$ cat config.mk
export PLATFORM = sky130hd
export DESIGN_NAME = pipe_ctrl_flat
export DESIGN_NICKNAME = d
export VERILOG_FILES = /design/src/rtl/pipe_ctrl_pkg.sv /design/src/rtl/pipe_ctrl_if.sv /design/src/rtl/pipe_ctrl_sat_counter.sv /design/src/rtl/pipe_ctrl.sv /design/src/flat_wrapper.sv
export SDC_FILE = /design/constraint.sdc
export NUM_CORES = 1
export LEC_CHECK = 0
export CAP_MARGIN = 10
export CELL_PAD_IN_SITES_DETAIL_PLACEMENT = 1
export CELL_PAD_IN_SITES_GLOBAL_PLACEMENT = 1
export CORE_ASPECT_RATIO = 1.25
export CORE_MARGIN = 5
export CORE_UTILIZATION = 37
export CTS_CLUSTER_SIZE = 24
export DETAILED_ROUTE_END_ITERATION = 10
export HOLD_SLACK_MARGIN = 0.12
export MAX_ROUTING_LAYER = met4
export PLACE_DENSITY = 0.87
export SLEW_MARGIN = 10
export SYNTH_ARGS = -nofsm -noshare
export SYNTH_HDL_FRONTEND = slang
export SYNTH_HIERARCHICAL = 1
export SYNTH_SLANG_ARGS = --single-unit
$ cat constraint.sdc
create_clock -name clk -period 2.3 [get_ports clk]
set_input_delay 0.345 -clock clk [delete_from_list [all_inputs] [get_ports clk]]
set_output_delay 0.345 -clock clk [all_outputs]
set_load 0.02 [all_outputs]
$ cat src/rtl/pipe_ctrl_pkg.sv
// Shared definitions for the pipeline stall/flush sequencer:
// FSM encodings, decode actions and control-bus bit positions.
package pipe_ctrl_pkg;

    typedef enum logic [1:0] {
        CTRL_RUN    = 2'd0,
        CTRL_BUBBLE = 2'd1,
        CTRL_WAIT   = 2'd2
    } ctrl_state_e;

    typedef enum logic [2:0] {
        ACT_RUN,
        ACT_FREEZE,
        ACT_FLUSH,
        ACT_BUBBLE,
        ACT_HAZ
    } ctrl_act_e;

    localparam int CB_PC_WE      = 0;
    localparam int CB_IFID_WE    = 1;
    localparam int CB_IDEX_WE    = 2;
    localparam int CB_EXMEM_WE   = 3;
    localparam int CB_MEMWB_WE   = 4;
    localparam int CB_IFID_FLUSH = 5;
    localparam int CB_IDEX_FLUSH = 6;
    localparam int CB_W          = 7;

endpackage

$ cat src/rtl/pipe_ctrl_if.sv
// Hazard/redirect/memory requests in, register enables and perf out.
interface pipe_ctrl_if #(
    parameter int PERF_W = 16
);
    logic              haz_valid;
    logic [1:0]        haz_cycles;
    logic              br_taken;
    logic              mem_req;
    logic              mem_ready;
    logic              pc_we;
    logic              ifid_we;
    logic              idex_we;
    logic              exmem_we;
    logic              memwb_we;
    logic              ifid_flush;
    logic              idex_flush;
    logic [1:0]        ctrl_state;
    logic [PERF_W-1:0] perf_stall;
    logic [PERF_W-1:0] perf_flush;

    modport master (
        output haz_valid, haz_cycles, br_taken, mem_req, mem_ready,
        input  pc_we, ifid_we, idex_we, exmem_we, memwb_we,
        input  ifid_flush, idex_flush, ctrl_state,
        input  perf_stall, perf_flush
    );

    modport slave (
        input  haz_valid, haz_cycles, br_taken, mem_req, mem_ready,
        output pc_we, ifid_we, idex_we, exmem_we, memwb_we,
        output ifid_flush, idex_flush, ctrl_state,
        output perf_stall, perf_flush
    );
endinterface

$ cat src/rtl/pipe_ctrl_sat_counter.sv
// Saturating up-counter with synchronous clear; holds at all-ones.
module sat_counter #(
    parameter int W = 16
) (
    input  logic         clk,
    input  logic         inc,
    input  logic         clr,
    output logic [W-1:0] q
);

    always_ff @(posedge clk) begin
        if (clr) begin
            q <= '0;
        end else if (inc && (q != '1)) begin
            q <= q + W'(1);
        end
    end

endmodule

$ cat src/rtl/pipe_ctrl.sv
// Stall/flush sequencer: owns bubble count, memory-wait freeze and
// redirect flush, and drives every pipeline-register enable.
module pipe_ctrl
    import pipe_ctrl_pkg::*;
#(
    parameter int PERF_W = 16
) (
    input logic       clk,
    input logic       rst,
    pipe_ctrl_if.slave bus
);

    ctrl_state_e     state;
    ctrl_state_e     state_n;
    ctrl_state_e     ret_state;
    ctrl_state_e     ret_n;
    ctrl_state_e     eff;
    ctrl_act_e       act;
    logic [1:0]      bcnt;
    logic [1:0]      bcnt_n;
    logic            freeze;
    logic            hz;
    logic            stall_inc;
    logic            flush_inc;
    logic [CB_W-1:0] cb;

    assign freeze = bus.mem_req & ~bus.mem_ready;
    assign hz     = bus.haz_valid & (bus.haz_cycles != 2'd0);
    // On release from WAIT the saved state decides this very cycle.
    assign eff    = (state == CTRL_WAIT) ? ret_state : state;

    always_ff @(posedge clk) begin
        if (rst) begin
            state     <= CTRL_RUN;
            ret_state <= CTRL_RUN;
            bcnt      <= 2'd0;
        end else begin
            state     <= state_n;
            ret_state <= ret_n;
            bcnt      <= bcnt_n;
        end
    end

    always_comb begin
        act       = ACT_RUN;
        state_n   = CTRL_RUN;
        ret_n     = ret_state;
        bcnt_n    = bcnt;
        stall_inc = 1'b0;
        flush_inc = 1'b0;
        if (freeze) begin
            act       = ACT_FREEZE;
            state_n   = CTRL_WAIT;
            stall_inc = 1'b1;
            if (state != CTRL_WAIT) begin
                ret_n = state;
            end
        end else if (bus.br_taken) begin
            act       = ACT_FLUSH;
            bcnt_n    = 2'd0;
            flush_inc = 1'b1;
        end else if (eff == CTRL_BUBBLE) begin
            act       = ACT_BUBBLE;
            stall_inc = 1'b1;
            bcnt_n    = bcnt - 2'd1;
            state_n   = (bcnt == 2'd1) ? CTRL_RUN : CTRL_BUBBLE;
        end else if (hz) begin
            act       = ACT_HAZ;
            stall_inc = 1'b1;
            if (bus.haz_cycles > 2'd1) begin
                bcnt_n  = bus.haz_cycles - 2'd1;
                state_n = CTRL_BUBBLE;
            end
        end
    end

    always_comb begin
        cb = '0;
        if (rst) begin
            cb[CB_IFID_FLUSH] = 1'b1;
            cb[CB_IDEX_FLUSH] = 1'b1;
        end else begin
            unique case (act)
                ACT_FREEZE: cb = '0;
                ACT_FLUSH: begin
                    cb                = '1;
                end
                ACT_BUBBLE, ACT_HAZ: begin
                    cb[CB_IDEX_WE]    = 1'b1;
                    cb[CB_EXMEM_WE]   = 1'b1;
                    cb[CB_MEMWB_WE]   = 1'b1;
                    cb[CB_IDEX_FLUSH] = 1'b1;
                end
                ACT_RUN: begin
                    cb[CB_PC_WE]      = 1'b1;
                    cb[CB_IFID_WE]    = 1'b1;
                    cb[CB_IDEX_WE]    = 1'b1;
                    cb[CB_EXMEM_WE]   = 1'b1;
                    cb[CB_MEMWB_WE]   = 1'b1;
                end
                default: cb = '0;
            endcase
        end
    end

    assign bus.pc_we      = cb[CB_PC_WE];
    assign bus.ifid_we    = cb[CB_IFID_WE];
    assign bus.idex_we    = cb[CB_IDEX_WE];
    assign bus.exmem_we   = cb[CB_EXMEM_WE];
    assign bus.memwb_we   = cb[CB_MEMWB_WE];
    assign bus.ifid_flush = cb[CB_IFID_FLUSH];
    assign bus.idex_flush = cb[CB_IDEX_FLUSH];
    assign bus.ctrl_state = state;

    sat_counter #(.W(PERF_W)) u_perf_stall (
        .clk (clk),
        .inc (stall_inc),
        .clr (rst),
        .q   (bus.perf_stall)
    );

    sat_counter #(.W(PERF_W)) u_perf_flush (
        .clk (clk),
        .inc (flush_inc),
        .clr (rst),
        .q   (bus.perf_flush)
    );

endmodule

$ cat src/flat_wrapper.sv
// flat-port wrapper written by rule: the top's interface ports become plain ports
module pipe_ctrl_flat import pipe_ctrl_pkg::*;
#(
    parameter int PERF_W = 16
)
  (clk, rst, bus_haz_valid, bus_haz_cycles, bus_br_taken, bus_mem_req, bus_mem_ready, bus_pc_we, bus_ifid_we, bus_idex_we, bus_exmem_we, bus_memwb_we, bus_ifid_flush, bus_idex_flush, bus_ctrl_state, bus_perf_stall, bus_perf_flush);
  pipe_ctrl_if #(.PERF_W(PERF_W)) bus_i ();
  input logic clk;
  input logic rst;
  input wire logic [$bits(bus_i.haz_valid)-1:0] bus_haz_valid;
  input wire logic [$bits(bus_i.haz_cycles)-1:0] bus_haz_cycles;
  input wire logic [$bits(bus_i.br_taken)-1:0] bus_br_taken;
  input wire logic [$bits(bus_i.mem_req)-1:0] bus_mem_req;
  input wire logic [$bits(bus_i.mem_ready)-1:0] bus_mem_ready;
  output wire logic [$bits(bus_i.pc_we)-1:0] bus_pc_we;
  output wire logic [$bits(bus_i.ifid_we)-1:0] bus_ifid_we;
  output wire logic [$bits(bus_i.idex_we)-1:0] bus_idex_we;
  output wire logic [$bits(bus_i.exmem_we)-1:0] bus_exmem_we;
  output wire logic [$bits(bus_i.memwb_we)-1:0] bus_memwb_we;
  output wire logic [$bits(bus_i.ifid_flush)-1:0] bus_ifid_flush;
  output wire logic [$bits(bus_i.idex_flush)-1:0] bus_idex_flush;
  output wire logic [$bits(bus_i.ctrl_state)-1:0] bus_ctrl_state;
  output wire logic [$bits(bus_i.perf_stall)-1:0] bus_perf_stall;
  output wire logic [$bits(bus_i.perf_flush)-1:0] bus_perf_flush;
  assign bus_i.haz_valid = bus_haz_valid;
  assign bus_i.haz_cycles = bus_haz_cycles;
  assign bus_i.br_taken = bus_br_taken;
  assign bus_i.mem_req = bus_mem_req;
  assign bus_i.mem_ready = bus_mem_ready;
  assign bus_pc_we = bus_i.pc_we;
  assign bus_ifid_we = bus_i.ifid_we;
  assign bus_idex_we = bus_i.idex_we;
  assign bus_exmem_we = bus_i.exmem_we;
  assign bus_memwb_we = bus_i.memwb_we;
  assign bus_ifid_flush = bus_i.ifid_flush;
  assign bus_idex_flush = bus_i.idex_flush;
  assign bus_ctrl_state = bus_i.ctrl_state;
  assign bus_perf_stall = bus_i.perf_stall;
  assign bus_perf_flush = bus_i.perf_flush;
  pipe_ctrl #(.PERF_W(PERF_W)) u_core (.clk(clk), .rst(rst), .bus(bus_i));
endmodule
After elaboration in Yosys (flattened, before gate mapping)

Index checks and enable logic that the tools add are counted.

Bits in registers: 38
Input port bits: 8
Output and inout bits: 41
Logic and storage cells: 63

Add/subtract/negate cells: 4
Order comparisons: 1
Equality and inequality tests: 9
Multiplexer cells: 27
Bitwise gates (word level): 4
Reductions and logical operators: 12

Operator list:

| cell                  | number |
|---|---|
| $add 16x1->16 const B | 2 |
| $ne 16x16->1 const B  | 2 |
| $mux 2                | 11 |
| $mux 3                | 5 |
| $mux 1                | 10 |
| $eq 3x2->1 const B    | 2 |
| $reduce_bool 3->1     | 2 |
| $reduce_or 3->1       | 2 |
| $mux 5                | 1 |
| $eq 2x1->1 const B    | 2 |
| $reduce_or 4->1       | 1 |
| $sub 2x1->2 const B   | 2 |
| $eq 3x3->1 const B    | 1 |
| $logic_not 3->1       | 1 |
| $reduce_and 3->1      | 1 |
| $and 1x1->1           | 2 |
| $eq 2x2->1 const B    | 1 |
| $gt 2x1->1 const B    | 1 |
| $logic_and 1x1->1     | 2 |
| $ne 2x2->1 const B    | 1 |
| $not 1->1             | 2 |
| $reduce_and 2->1      | 1 |
| $reduce_bool 2->1     | 1 |
| $reduce_or 2->1       | 1 |

Depth between registers and ports, before layout

Gate-level depths: netlist of run 1.

Word-level depth: 10
Depth in mapped cells: 9
Mapped depth without buffers: 9

By module

The synthesis of run 1 kept the hierarchy.

By module, submodules not included:

| module      | instances | cells each | area each (µm²) | seq. area each (µm²) |
|---|---|---|---|---|
| sat_counter | 2         | 99         | 848.3           | 320.3 |
| pipe_ctrl   | 1         | 55         | 437.9           | 120.1 |

Worst setup path after synthesis of run 1

OpenSTA, ideal clock, no wires.

Path type: reg2reg
Start point: register u_core.state[1] (netlist: u_core/bus.ctrl_state[1])
End point: register u_core.u_perf_stall.q[9]
Library setup time: 0.070 ns
Data arrival time: 1.993 ns
Data required time: 2.230 ns
Setup slack: 0.236 ns
Cell stages (with the launch flop): 8
Buffers on the path: 1
Period minus slack after synthesis: 2.064 ns
Cells stage by stage: dfxtp_1 and4bb_4 nor3_1 o21ai_1 nand2_1 clkbuf_1 or4_1 a21oi_1

Word-level cells in the longest chain between the ends: 7

RTL lines:

| item                   | line                        | RTL |
|---|---|---|
| from (decl)            | pipe_ctrl.sv:13             | `ctrl_state_e state;` |
| from (signal assigned) | pipe_ctrl.sv:38             | `state <= state_n;` |
| $eq 2x2->1             | pipe_ctrl.sv:30             | `assign eff = (state == CTRL_WAIT) ? ret_state : state;` |
| $mux 2 (*)             | pipe_ctrl.sv:30             |  |
| $eq 2x1->1 (*)         | pipe_ctrl.sv:62             | `end else if (eff == CTRL_BUBBLE) begin` |
| $mux 1 (*)             | pipe_ctrl.sv:62             |  |
| $mux 1 (*)             | pipe_ctrl.sv:58             | `end else if (bus.br_taken) begin` |
| $mux 1 (*)             | pipe_ctrl.sv:51             | `if (freeze) begin` |
| via u_core.stall_inc   | pipe_ctrl.sv:23             | `logic stall_inc;` |
| $logic_and 1x1->1 (*)  | pipe_ctrl_sat_counter.sv:14 | `end else if (inc && (q != '1)) begin` |
| to (signal assigned)   | pipe_ctrl_sat_counter.sv:15 | `q <= q + W'(1);` |
| to (decl)              | pipe_ctrl_sat_counter.sv:8  | `output logic [W-1:0] q` |

The timed path passes the listed nets; every way through them passes the cells marked *.
A chain may end at the register's enable or synchronous reset.

Worst setup path in the final report of run 1

Start point: input port bus_haz_cycles[0]
End point: register u_core.u_perf_stall.q[6]

Word-level cells in the longest chain between the ends: 7

RTL lines:

| item                 | line                        | RTL |
|---|---|---|
| from (decl)          | flat_wrapper.sv:11          | `input wire logic [$bits(bus_i.haz_cycles)-1:0] bus_haz_cycles;` |
| $reduce_bool 2->1    | pipe_ctrl.sv:28             | `assign hz = bus.haz_valid & (bus.haz_cycles != 2'd0);` |
| $and 1x1->1          | pipe_ctrl.sv:28             |  |
| $mux 1               | pipe_ctrl.sv:67             | `end else if (hz) begin` |
| $mux 1               | pipe_ctrl.sv:62             |  |
| $mux 1               | pipe_ctrl.sv:58             |  |
| $mux 1               | pipe_ctrl.sv:51             |  |
| via u_core.stall_inc | pipe_ctrl.sv:23             |  |
| $logic_and 1x1->1    | pipe_ctrl_sat_counter.sv:14 |  |

The timed path passes the listed nets, and every way through them passes these cells.

==> flow_summary_export.csv, run 1 <==
group,metric,value,unit
synthesis,yosysTopAreaCellShare,0.356,
synthesis,synthCells,253,
power,p_total,1.26,mW
power,clockPowerShare,0.349,
synthesis,synthTopCellsByArea,"dfxtp_1, a21oi_1, or4_1",
power,p_comb_frac,0.117,
clock_network,cts_tree,"done",
global_route,grt.overflow.total,0,
power,p_sw_frac,0.256,
critical_path,reg2regPathDepth,8,
placed_design,io_buffers,48,
global_route,grt_usage,0.174,
drt,drtAntennaViolNets,0,
cells_and_area,finalNonFillerCells,381,
global_route,first_global_vias,2240,
clock_network,cts_max_level,2,
worst_hold_path,min_path_type,"register to register",
placed_design,place_inst,373,
synthesis,yosysSeqAreaShare,0.356,
critical_path,r2r-end,"u_core/u_perf_stall/q[6]$_SDFFE_PP0P_",
placed_design,globalplace.congestion,0.813,
cells_and_area,final_util,0.506,
timing,slew_headroom,0.649,
synthesis,yosys_warnings,6,
drt,wl_met3,170,um
synthesis,syn_area,2130,um2
placed_design,place_ws,-0.310,ns
floorplan,ioPinCount,49,
power,intPower,940,uW
drt,drt_iter0_markers,77,
critical_path,r2r_slack,0.34,ns
timing,setup_ws,0.0506,ns
timing,worst_pin_slew,0.519,ns
critical_path,cp-start-kind,"primary input",
cells_and_area,n_fill_cell,697,
floorplan,core,5700,um2
timing,finalSetupViolCount,0,
critical_path,required,2.52,ns
critical_path,end_kind,"register",
clock_network,cts_buffers,5,
synthesis,synthFlopType,"dfxtp_1",
critical_path,criticalPathCategory,"primary input to register",
synthesis,synthesis.nets,266,
synthesis,synth-seq-cells,38,
timing,period_share,0.978,
power,p_per_area,438,nW/um2
clock_network,root_buffer,"clkbuf_8",
floorplan,dieWidth,77.9,um
drt,routed_wl,6.12,mm
synthesis,async_flop_share,0,
timing,hold_viol,0,
cells_and_area,stdcell_area,2880,um2
cells_and_area,multi_input_area,1300,um2
timing,skew,0.00635,ns
drt,wl_per_cell,16.1,um
floorplan,dieHeight,94.9,um
drt,vias,2147,
drt,first_pass_iters,4,
drt,drt_drc_violations_left,0,
power,p_leak,0.975,nW
critical_path,r2r_start,"u_core/bus.ctrl_state[0]$_SDFF_PP0_",
timing,setup_tns,0,ns
clock_network,clock_sinks,38,
worst_hold_path,hold_end,"u_core/ret_state[0]$_SDFFE_PP0P_",
synthesis,synth_edf_count,0,
clock_network,clockBufferDepth,2,
timing,maxSlewViolCount,0,
power,peakVddDrop,253,uV
timing,finalCriticalPeriod,2.25,ns
cells_and_area,nets,328,
placed_design,place_area,2780,um2
drt,dr_wl_met2,3.18,mm
worst_hold_path,min_from,"u_core/ret_state[0]$_SDFFE_PP0P_",
floorplan,rows,31,
synthesis,synth_cell_types,44,
flow_run,drv_cap,0,
clock_network,clkSlewWorstSetupHoldPaths,0.08,ns
cells_and_area,final_layout_size_suffix_gt1_frac,0.143,
synthesis,yosys.area.top_type,"dfxtp_1",
clock_network,cts_hold_buffers,0,
global_route,antenna_found_initial,0,
power,power.share.sequential,0.534,
clock_network,clock_latency,0.29,ns
worst_hold_path,holdPathStages,2,
power,switching_power,324,uW
timing,whs,0.501,ns
global_route,grt_first_pass_wirelength,10.4,mm
synthesis,synth_area_per_cell,8.44,um2
cells_and_area,seq_area,762,um2
critical_path,cp_max_fo,5,
placed_design,hpwl,4.52,mm
global_route,grt_max_degree,22,
cells_and_area,diodes,0,
drt,drt-met1-wl,2.71,mm
floorplan,dieArea,7400,um2
cells_and_area,synthToLayoutAreaGrowth,35.1,%
run_status,status,"completed",
drt,top_layer,"met4",
critical_path,cp.arrival,2.47,ns
drt,drt-vias-per-instance,5.64,
floorplan,start_util,0.374,
timing,fmax,445,MHz
[per-layer routing]
layer / track usage / vias up
met5: - / -
met4: 0.0437 / 0
met3: 0.0353 / 6
met2: 0.319 / 40
met1: 0.193 / 1021
li1: - / 1080
[power groups by stage]
stage	clock network, mW	registers (mW)	logic, mW
after floorplan	0	0.696	0.0684
after global placement	0	0.690	0.142
after detailed placement	0	0.690	0.147
after CTS	0.458	0.675	0.146
after global routing	0.494	0.677	0.160
final	0.441	0.675	0.147
[layout make-up]
cell class,instances,area share
Clock inverter,2,0.00347
Tap cell,66,0.0286
Timing Repair Buffer,68,0.216
Inverter,9,0.0117
Sequential cell,38,0.264
Clock buffer,5,0.0239
Multi-Input combinational cell,193,0.452
[placed cells by master, fill, tap and decap left out, types with 3 or more instances in the layout]
cell             count
a21oi_1             22
and4_1               5
buf_4               20
clkbuf_8             5
clkdlybuf4s50_1     45
dfxtp_1             37
ha_1                 4
inv_1                9
nand2_1             14
nand3_1             12
nand3b_1             3
nand4_1              6
nor2_1              18
nor2b_1              5
nor3_1              11
nor4_1               4
nor4bb_1             3
o21ai_0              9
o31ai_1             12
o41ai_1              3
or3_1                7
or4_1               14
xnor2_1              4
[synthesized netlist by cell type, types with 3 or more instances]
master     n
ha_1       5
inv_1      9
o41ai_1    3
dfxtp_1   38
or3_1      7
o31ai_1   12
and4_1     6
nand2_1   14
a21oi_1   23
or4_1     15
nor3_1    12
nor2b_1    6
o21ai_0   10
nand4_1    6
nor4bb_1   3
xnor2_1    4
nand3b_1   3
nand3_1   12
clkbuf_1   5
nor4_1     5
nor2_1    18
buf_4      3
[worst max path at each step]
stage / startpoint / end / slack (ns) / cells after the start
floorplan: u_core/bus.ctrl_state[1]$_SDFF_PP0_ / u_core/u_perf_stall/q[9]$_SDFFE_PP0P_ / 0.24 / 7
global placement: bus_haz_cycles[0] / u_core/u_perf_stall/q[6]$_SDFFE_PP0P_ / -0.22 / 11
detailed placement: bus_haz_cycles[0] / u_core/u_perf_stall/q[6]$_SDFFE_PP0P_ / -0.31 / 11
CTS: bus_haz_cycles[0] / u_core/u_perf_stall/q[6]$_SDFFE_PP0P_ / 0.0001 / 11
global route: bus_haz_cycles[0] / u_core/u_perf_stall/q[13]$_SDFFE_PP0P_ / -0.05 / 10
finish: bus_haz_cycles[0] / u_core/u_perf_stall/q[6]$_SDFFE_PP0P_ / 0.05 / 11
[worst max-delay path: stages]
cell and delay, ns:
clkdlybuf4s50_1 0.48, inv_1 0.07, ha_2 0.21, nor2b_2 0.14
nor3_1 0.05, o21ai_1 0.22, buf_4 0.18, and4_4 0.24
o41ai_1 0.09, or3_1 0.31, a21oi_1 0.13
[what timing repair did]
item | 4_1_cts | 5_1_grt
resized for setup | 3 | 13
endpoints found under the setup margin | 3 | 17
pin swaps | 0 | 4
buffers inserted | 0 | 1
[state kept, by name (all words and copies together) (netlist names)]
signal	count
u_core/bcnt	2
u_core/bus.ctrl_state	2
u_core/ret_state	2
u_core/u_perf_flush/q	16
u_core/u_perf_stall/q	16
[logic make-up (layout without fill, tap and decap cells)]
logic type               count (synthesis)  count (layout)  share of synthesized area
buffers and inverters                   22              84                     0.0457
AO/OA/AOI/OAI                           57              57                      0.165
multiplexers                             4               4                     0.0199
adder cells (fa/ha/maj)                  5               5                     0.0293
flip-flops                              38              38                      0.356
XOR/XNOR                                 4               4                     0.0164
AND/OR/NAND/NOR                        123             123                      0.368
Note: power is estimated with default switching activity, not from simulation.
==> inputs of run 2 (changes only) <==
CORE_UTILIZATION = 33   (was 37)
PLACE_DENSITY = 0.82   (was 0.87)
SETUP_SLACK_MARGIN = 0.15   (was not set)
clock period = 1.9 ns   (was 2.3 ns; I/O delays follow)
==> flow_summary_export.csv, run 2 (synthesis gave the netlist of run 1 again) <==
group,metric,value,unit
global_route,grt.overflow.total,0,
critical_path,crit_family,"simple AND/OR/NAND/NOR gates",
placed_design,globalplace.congestion,0.843,
flow_run,drv_cap,0,
floorplan,core,6250,um2
timing,period_share,1.08,
timing,finalSetupViolCount,15,
critical_path,endpoint,"u_core/u_perf_stall/q[12]$_SDFFE_PP0P_",
drt,drt_drc_violations_left,0,
worst_hold_path,min_from,"u_core/ret_state[0]$_SDFFE_PP0P_",
clock_network,cts_hold_buffers,0,
floorplan,ioPinCount,49,
power,p_sw_frac,0.249,
drt,routed_wl,8.23,mm
critical_path,path_cells,"and4bb_4 -> nor3_2 -> o21ai_2 -> buf_6 -> buf_6 -> nand4_1 -> nor4_4 -> and3_1 -> nor3_1",
critical_path,criticalPathCategory,"register to register",
clock_network,clock_sinks,38,
drt,vias,2453,
clock_network,cts_buffers,5,
critical_path,end_kind,"register",
floorplan,dieHeight,99.9,um
cells_and_area,stdcell_area,3450,um2
power,p_comb_frac,0.132,
clock_network,clock_latency,0.30,ns
critical_path,critPathSlowestCell,"and4bb_4",
timing,rsz0062_at_grt,"true",
critical_path,cp.arrival,2.23,ns
placed_design,io_buffers,48,
clock_network,cts_max_level,2,
timing,hold_viol,0,
cells_and_area,final_common_cell,"buf_4",
floorplan,dieArea,8190,um2
critical_path,r2r_slack,-0.14,ns
worst_hold_path,min_path_type,"register to register",
placed_design,place_area,3000,um2
critical_path,critPathMaxStageDelay,0.36,ns
power,p_per_area,505,nW/um2
timing,setup_ws,-0.143,ns
cells_and_area,final_util,0.552,
power,power.share.sequential,0.469,
placed_design,hpwl,5.11,mm
global_route,grt_usage,0.192,
clock_network,clkSlewWorstSetupHoldPaths,0.08,ns
cells_and_area,most-common-layout-cells,"buf_4, clkdlybuf4s50_1, dfxtp_1",
critical_path,r2r-end,"u_core/u_perf_stall/q[12]$_SDFFE_PP0P_",
power,intPower,1.31,mW
global_route,first_global_vias,2612,
cells_and_area,nets,364,
timing,slew_headroom,0.694,
floorplan,dieWidth,81.9,um
drt,drt-vias-per-instance,5.60,
clock_network,cts_tree,"done",
drt,wl_per_cell,18.8,um
clock_network,clockBufferDepth,2,
timing,skew,0.00551,ns
critical_path,worst-path-buf-inv,2,
cells_and_area,final_layout_size_suffix_gt1_frac,0.358,
critical_path,critPathMostFrequentCell,"buf_6",
power,switching_power,434,uW
floorplan,rows,32,
global_route,grt_first_pass_wirelength,12.2,mm
cells_and_area,finalNonFillerCells,438,
power,peakVddDrop,336,uV
clock_network,root_buffer,"clkbuf_8",
drt,drtAntennaViolNets,0,
critical_path,reg2regPathDepth,9,
run_status,status,"finished, violations left",
global_route,grt_max_degree,41,
critical_path,crit_cells,9,
cells_and_area,reg_top3,"u_core/u_perf_flush/q: 16 flops, u_core/u_perf_stall/q: 16 flops",
power,p_leak,1.45,nW
timing,fmax,489,MHz
placed_design,place_ws,-0.623,ns
critical_path,cp-start-kind,"register",
run_status,violations,"setup timing",
global_route,antenna_found_initial,1,
floorplan,start_util,0.342,
timing,worst_pin_slew,0.454,ns
critical_path,worstSetupStartpoint,"u_core/ret_state[1]$_SDFFE_PP0P_",
critical_path,required,2.09,ns
critical_path,cp_max_fo,4,
drt,first_pass_iters,5,
critical_path,r2r_start,"u_core/ret_state[1]$_SDFFE_PP0P_",
drt,drt_iter0_markers,87,
timing,maxSlewViolCount,0,
cells_and_area,synthToLayoutAreaGrowth,61.5,%
cells_and_area,n_fill_cell,745,
timing,finalCriticalPeriod,2.04,ns
placed_design,place_inst,414,
power,clockPowerShare,0.399,
==> run 2: worst register-to-register path, stage by stage (launching register included) <==
cell,delay [ns]
dfxtp_2,0.33
and4bb_4,0.36
nor3_2,0.06
o21ai_2,0.20
buf_6,0.16
buf_6,0.11
nand4_1,0.22
nor4_4,0.25
and3_1,0.20
nor3_1,0.05
==> run 2: routing by layer <==
layer	track usage	up-vias	share of wire
met4	0.0742	0	0.036
met2	0.351	64	0.56
li1	-	1153	-
met5	-	-	0
met3	0.0350	22	0.030
met1	0.199	1214	0.37
==> run 2: worst min path at each step <==
stage / to / slack (ns) / depth (start not counted)
after floorplan: u_core/ret_state[0]$_SDFFE_PP0P_ / 0.45 / 2
after global placement: u_core/ret_state[0]$_SDFFE_PP0P_ / 0.47 / 2
after detailed placement: u_core/ret_state[0]$_SDFFE_PP0P_ / 0.50 / 2
after CTS: u_core/ret_state[0]$_SDFFE_PP0P_ / 0.51 / 2
after global routing: u_core/ret_state[0]$_SDFFE_PP0P_ / 0.54 / 5
final: u_core/ret_state[0]$_SDFFE_PP0P_ / 0.51 / 2
==> run 2: final cells by class <==
| cell class | count | area, um2 | share of cell area |
|---|---|---|---|
| antenna | 1 | 2.50 | 0.000726 |
| multi-input combinational | 193 | 1480 | 0.428 |
| sequential | 38 | 783 | 0.227 |
| inverter | 9 | 33.8 | 0.00980 |
| timing repair buffer | 104 | 937 | 0.272 |
| tap | 85 | 106 | 0.0309 |
| clock buffer | 5 | 68.8 | 0.0200 |
| clock inverter | 3 | 40.0 | 0.0116 |
==> run 2: power by group through the flow <==
stage                     Sequential, mW  Clock [mW]  Combinational [mW]
after floorplan                    0.842           0              0.0851
after global placement             0.833           0               0.197
after detailed placement           0.833           0               0.204
after CTS                          0.814       0.714               0.222
after global routing               0.818       0.756               0.247
final                              0.817       0.694               0.230
==> run 2: stage by stage <==
step	hold WS [ns]	setup TNS, ns	total power, mW
3_5_place_dp	0.497	-12.64	1.04
4_1_cts	0.508	-0.0560	1.75
3_3_place_gp	0.465	-9.80	1.03
2_1_floorplan	0.454	0	0.927
5_1_grt	0.536	-1.83	1.82
6_report	0.508	-0.788	1.74
==> run 2: repair_timing <==
action	4_1_cts	5_1_grt
cloned	1	1
buffers inserted	8	5
endpoints found under the setup margin	33	47
pin swaps	15	15
gates resized for setup	61	42
